File: src/rtl/query_patch_writer.sv
// query_patch_writer: gathers PATCH_SIZE streamed components into one
// packed patch and writes it to patch memory, for addresses 0..last_addr.
module query_patch_writer #(
  parameter int DATA_WIDTH = 11,
  parameter int PATCH_SIZE = 5,
  parameter int ADDR_WIDTH = 9
) (
  input  logic                             clk,
  input  logic                             rst_n,
  input  logic                             start,
  input  logic [ADDR_WIDTH-1:0]            last_addr,
  input  logic                             in_valid,
  input  logic [DATA_WIDTH-1:0]            in_data,
  output logic                             in_ready,
  output logic                             csb0,
  output logic                             web0,
  output logic [ADDR_WIDTH-1:0]            addr0,
  output logic [DATA_WIDTH*PATCH_SIZE-1:0] wpatch0,
  output logic                             busy,
  output logic                             done
);

  localparam int PW = DATA_WIDTH * PATCH_SIZE;
  localparam int CW = $clog2(PATCH_SIZE + 1);

  localparam logic [1:0] S_IDLE  = 2'd0;
  localparam logic [1:0] S_FILL  = 2'd1;
  localparam logic [1:0] S_WRITE = 2'd2;
  localparam logic [1:0] S_DONE  = 2'd3;

  logic [1:0]            state;
  logic [ADDR_WIDTH-1:0] patch_addr;
  logic [ADDR_WIDTH-1:0] last_q;
  logic [CW-1:0]         comp_cnt;
  logic [PW-1:0]         patch;
  logic [PW-1:0]         patch_nxt;
  logic                  hs;
  logic                  last_comp;

  assign in_ready  = (state == S_FILL);
  assign busy      = (state == S_FILL) || (state == S_WRITE);
  assign done      = (state == S_DONE);
  assign hs        = in_valid && in_ready;
  assign last_comp = (comp_cnt == CW'(PATCH_SIZE - 1));

  // Patch with the incoming component dropped into its slot
  always_comb begin
    patch_nxt = patch;
    for (int k = 0; k < PATCH_SIZE; k++) begin
      if (comp_cnt == CW'(k))
        patch_nxt[k*DATA_WIDTH +: DATA_WIDTH] = in_data;
    end
  end

  // Control FSM, assembly registers and registered memory port
  always_ff @(posedge clk) begin
    if (!rst_n) begin
      state      <= S_IDLE;
      patch_addr <= '0;
      last_q     <= '0;
      comp_cnt   <= '0;
      patch      <= '0;
      csb0       <= 1'b1;
      web0       <= 1'b1;
      addr0      <= '0;
      wpatch0    <= '0;
    end else begin
      csb0 <= 1'b1;
      web0 <= 1'b1;
      case (state)
        S_IDLE, S_DONE: begin
          if (start) begin
            last_q     <= last_addr;
            patch_addr <= '0;
            comp_cnt   <= '0;
            state      <= S_FILL;
          end
        end
        S_FILL: begin
          if (hs) begin
            patch <= patch_nxt;
            if (last_comp) begin
              state   <= S_WRITE;
              csb0    <= 1'b0;
              web0    <= 1'b0;
              addr0   <= patch_addr;
              wpatch0 <= patch_nxt;
            end else begin
              comp_cnt <= comp_cnt + 1'b1;
            end
          end
        end
        S_WRITE: begin
          if (patch_addr == last_q) begin
            state <= S_DONE;
          end else begin
            patch_addr <= patch_addr + 1'b1;
            comp_cnt   <= '0;
            state      <= S_FILL;
          end
        end
        default: state <= S_IDLE;
      endcase
    end
  end

endmodule

File: config.mk
export PLATFORM = sky130hd
export DESIGN_NAME = query_patch_writer
export DESIGN_NICKNAME = d
export VERILOG_FILES = /design/src/rtl/query_patch_writer.sv
export SDC_FILE = /design/constraint.sdc
export NUM_CORES = 1
export LEC_CHECK = 0
export BUFFER_PORTS_ARGS = -buffer_cell sky130_fd_sc_hd__buf_2
export CAP_MARGIN = 15
export CORE_MARGIN = 10
export CORE_UTILIZATION = 50
export DETAILED_ROUTE_END_ITERATION = 8
export PLACE_DENSITY = 0.75
export SYNTH_ARGS = -nofsm -noshare
export SYNTH_HDL_FRONTEND = slang
export SYNTH_SLANG_ARGS = --single-unit
export TNS_END_PERCENT = 5
File: constraint.sdc
create_clock -name clk -period 1.65 [get_ports clk]
set_input_delay 0.2475 -clock clk [delete_from_list [all_inputs] [get_ports clk]]
set_output_delay 0.2475 -clock clk [all_outputs]
set_load 0.05 [all_outputs]
======== After elaboration in Yosys (flattened, before gate mapping) ========
Index checks and enable logic that the tools add are counted.
storage, ports and cells
  logic and storage cells ................. 55
  bits in registers ....................... 143
  output and inout bits ................... 69
  input port bits ......................... 24
operators by class
  add/subtract/negate cells ............... 2
  reductions and logical operators ........ 13
  eq/ne operators ......................... 13
  mux-type cells .......................... 19
operators with widths
  kind                                           count
  two-way mux 11 bit                             5
  two-way mux 9 bit                              2
  one-hot mux 9 bit (2 select lines)             1
  two-way mux 3 bit                              4
  AND reduction 3 bit                            4
  adder 9 x 1 -> 9 bit, second input constant    1
  == test 9 bit                                  1
  one-hot mux 3 bit (3 select lines)             1
  two-way mux 2 bit                              4
  == test 3 x 2 -> 1 bit, second input constant  2
  != test 2 bit, second input constant           3
  one-hot mux 2 bit (3 select lines)             1
  == test 2 bit, second input constant           2
  != test 2 x 1 -> 1 bit, second input constant  2
  AND reduction 2 bit                            2
  AND reduction 4 bit                            1
  adder 3 x 1 -> 3 bit, second input constant    1
  == test 3 x 1 -> 1 bit, second input constant  1
  == test 3 bit, second input constant           1
  zero test 3 bit                                1
  == test 2 x 1 -> 1 bit, second input constant  1
  zero test 2 bit                                1
  nonzero test 2 bit                             1
  OR reduction 2 bit                             1
  other kinds (3)                                3

======== Depth between registers and ports, before layout ========
  depth after elaboration ................. 4
  gate-level depth with buffers ........... 9
  depth with buffers taken out ............ 7

======== Worst setup path after synthesis ========
OpenSTA, ideal clock, no wires.
  path type ............................... register -> register
  from .................................... reg state[0]
  to ...................................... reg comp_cnt[0]
  setup time .............................. 75 ps
  required time ........................... 1575 ps
  buffers on the path ..................... 0
  arrival ................................. 1894 ps
  stages on the path, launching flop included .. 7
  setup slack ............................. -319 ps
  cell sequence ........................... dfxtp_1 > inv_1 > ha_1 > inv_1 > nor2_1 > or4b_1 > o22ai_1
on the way
  cells in the longest elaborated chain, start to end .. 4
  elaborated cells between the ends (all ways) .. 12
  classes of those cells .................. 7 x eq/ne; 1 x mux; 4 x reduce/logical
RTL lines
  item                                                                      RTL line  text
  start: declaration                                                        31        logic [1:0] state;
  start signal: assignment                                                  58        state <= S_IDLE;
  start signal: assignment                                                  76        state <= S_FILL;
  start signal: assignment                                                  83        state <= S_WRITE;
  == test 2 bit (tied with other cells)                                     70        case (state)
  OR reduction 2 bit / logical AND 1 bit (equally long branches)            70, 43
  != test 2 bit (no line) / != test 2 x 1 -> 1 bit (equally long branches)  n/a
  AND reduction 4 bit (no line)                                             n/a
  end signal: assignment                                                    89        comp_cnt <= comp_cnt + 1'b1;
  end: declaration                                                          34        logic [CW-1:0] comp_cnt;
Several ways; a longest one is shown, not always the timed one.
A chain may end at the register's enable or synchronous reset.

======== Worst setup path after layout ========
  from .................................... reg state[0]
  to ...................................... out busy
on the way
  cells in the longest elaborated chain, start to end .. 2
  elaborated cells between the ends (all ways) .. 3
  classes of those cells .................. 2 x eq/ne; 1 x reduce/logical
RTL lines
  item                                                            RTL line  text
  == test 2 x 1 -> 1 bit / == test 2 bit (equally long branches)  41        assign busy = (state == S_FILL) || (state == S_WRITE);
  logical OR 1 bit (*)                                            41
  end: declaration                                                19        output logic busy,
Every way passes the cells marked *; elsewhere a longest branch is shown, timed or not.

==> out/metrics.yaml <==
run_status:
  status: "complete, but fails checks"
  violations: "setup timing"
setup_path:
  start_kind: "flip-flop"
  cp_data_arrival_time_ns: 1.49
  cp.required_ns: 1.40
  reg2reg_from: "state[0]"
  path_class: "reg2out"
  crit_end: "busy"
  crit_path_start: "state[0]"
  path_max_fanout: 4
  r2r.worst_path.cells: 6
  crit_path_end_kind: "output pin"
  r2r_slack_ns: 0.02
  worstReg2RegEnd: "patch_addr[3]"
cells_and_area:
  mostFrequentLayoutCells: "nand2_1, dfxtp_1, a21boi_0"
  diodes: 0
  nNetsFinal: 775
  area_delta_synth_final_pct: 28.9
  layout_commonest_cell: "nand2_1"
  finalCoreUtilization: 0.668
  drive_above_1_share: 0.245
detailed_routing:
  wire_per_inst_um: 15.8
  vias_per_cell: 5.26
  drtIter0Drc: 353
  drt_drc_violations_left: 0
  wl_um: 14100
  drtPass1Iterations: 5
  ant_nets: 0
  vias: 4680
floorplanning:
  die_area_mm2: 0.0154
  core_area_mm2: 0.0105
  chipWidth_um: 124
  die_y_um: 124
  std_cell_rows: 37
  start_util: 0.518
  io_pins: 93
sta:
  tightest_slew_ns: 0.371
  timing.final.ws_setup_ns: -0.0841
  hold_viol: 0
  finalMaxSlewViolations: 0
  holdWs_ns: 0.0634
  rsz0062_at_grt: "true"
  fin_crit_ns: 1.73
  post-route-period-util: 1.05
  slew_headroom: 0.752
  finalSetupViolCount: 2
  fmax_mhz: 577
  skew_ns: 0.00688
yosys:
  ys_warn_count: 0
  synthFlopType: "dfxtp_1"
  yosysUniqueCellTypes: 39
  seq_area_frac_synth: 0.488
  netlist_instances: 641
  avgSynthCellArea_um2: 8.46
  async_flop_share: 0
  syn_nets: 674
  synth_enable_flop_cells: 0
  ys_ff_latch: 132
  netlist_area_mm2: 0.00542
placement:
  gp_congestion: 0.888
  dp_slack_ns: -0.0533
  port-buffer-count: 92
  dp_hpwl_um: 9320
global_route:
  grt_pass1_vias: 4516
  antenna_found_initial: 0
  grt_pass1_wl_um: 22000
  grt_util_all_layers: 0.179
  grt-ovfl-total: 0
  grt_max_degree: 56
pwr:
  leakage_nw: 2.75
  p_total_mw: 7.36
  ir_worst_vdd_v: 0.000711
  power.density_mw_per_mm2: 1050
clock_tree:
  clkTransAtPathRegs_ns: 0.06
  cts_buffer_depth: 2
  htree_levels: 4
  numCtsBuffers: 17
  cts_tree: "yes"
  clkLatencyLatePin_ns: 0.53
  cts_root_buffer: "clkbuf_8"
  cts_sinks: 132
worst_hold_path:
  hold_path_class: "in2reg"
run:
  maxCapViolCount: 0
[how the worst min path moves through the flow]
| stage | endpoint | from | cells after the start | slack, ns |
|---|---|---|---|---|
| floorplan | wpatch0[48] | in_data[4] | 2 | 0.39 |
| global placement | wpatch0[54] | wpatch0[54] | 2 | 0.45 |
| detailed placement | wpatch0[29] | wpatch0[29] | 2 | 0.45 |
| CTS | patch[43] | in_data[10] | 3 | 0.05 |
| global route | patch[28] | in_data[6] | 3 | 0.06 |
| finish | wpatch0[50] | in_data[6] | 3 | 0.06 |
[cells by family (layout without fill, tap and decap cells)]
| group | count (synthesis) | in the layout | share of synthesized area |
|---|---|---|---|
| and+or+nand+nor | 282 | 282 | 0.213 |
| AOI/OAI and AO/OA | 146 | 146 | 0.202 |
| DFF | 132 | 132 | 0.488 |
| buffers and inverters | 52 | 165 | 0.0418 |
| muxes | 11 | 11 | 0.0203 |
| adders and majority gates | 9 | 9 | 0.0208 |
| xor gates and xnor gates | 9 | 9 | 0.0145 |
[registers in the layout (all words and copies together), names as in the netlist]
register	flops
addr0	9
comp_cnt	3
last_q	9
patch	44
patch_addr	9
state	2
web0	1
wpatch0	55
[cell usage after synthesis (all sizes together), types with 4 or more instances]
master / count / area (um^2)
a21boi: 107 / 803
a21oi: 5 / 25.0
and2: 5 / 31.3
and3: 4 / 26.3
buf: 12 / 66.3
clkbuf: 31 / 120
dfxtp: 132 / 2640
ha: 9 / 113
inv: 8 / 30.0
mux2i: 11 / 110
nand2: 246 / 923
nand3: 6 / 30.0
nand4: 4 / 37.5
nor2: 6 / 22.5
o211a: 11 / 110
o21ai: 7 / 35.0
o22ai: 7 / 43.8
xnor2: 9 / 78.8
[repair_timing]
item,in CTS,in global routing
buffers inserted,1,3
cloned,0,2
endpoints found under the setup margin,24,103
hold buffers,9,0
resized for setup,11,32
pin swaps,2,3
endpoints found under the hold margin,9,0
[metrics by stage]
| step | setup TNS (ns) | cell area (um^2) | instances |
|---|---|---|---|
| final | -0.120 | 6980 | 890 |
| after floorplan | -0.0661 | 5470 | 641 |
| after CTS | -0.192 | 6800 | 885 |
| after detailed placement | -0.177 | 6110 | 844 |
| after global placement | 0 | 6110 | 844 |
| after global routing | -1.05 | 6980 | 890 |
[report_power, final]
part           total, mW  internal (mW)  switching, mW
clock               3.55           2.17           1.38
combinational      0.537          0.228          0.310
sequential          3.27           3.23         0.0336
total               7.36           5.63           1.72
[metal layers]
metal  share of wire  GRT usage
met3           0.086     0.0561
met4           0.017     0.0691
met5               0          0
met1            0.43      0.215
met2            0.47      0.293
[worst max-delay path, stage by stage (launching register included)]
cell and delay (ns):
dfxtp_4 0.38, inv_4 0.04, ha_4 0.28, clkinvlp_4 0.10
buf_8 0.16
[area by class of cell]
type / count / area [um^2]
repair buffers: 126 / 892
well taps: 136 / 170
fillers: 843 / 3480
multi-input cells: 457 / 2670
clock buffers: 18 / 428
flip-flops and latches: 132 / 2660
inverters: 8 / 36.3
clock inverters: 13 / 135
Power figures use the tool's default switching activity.
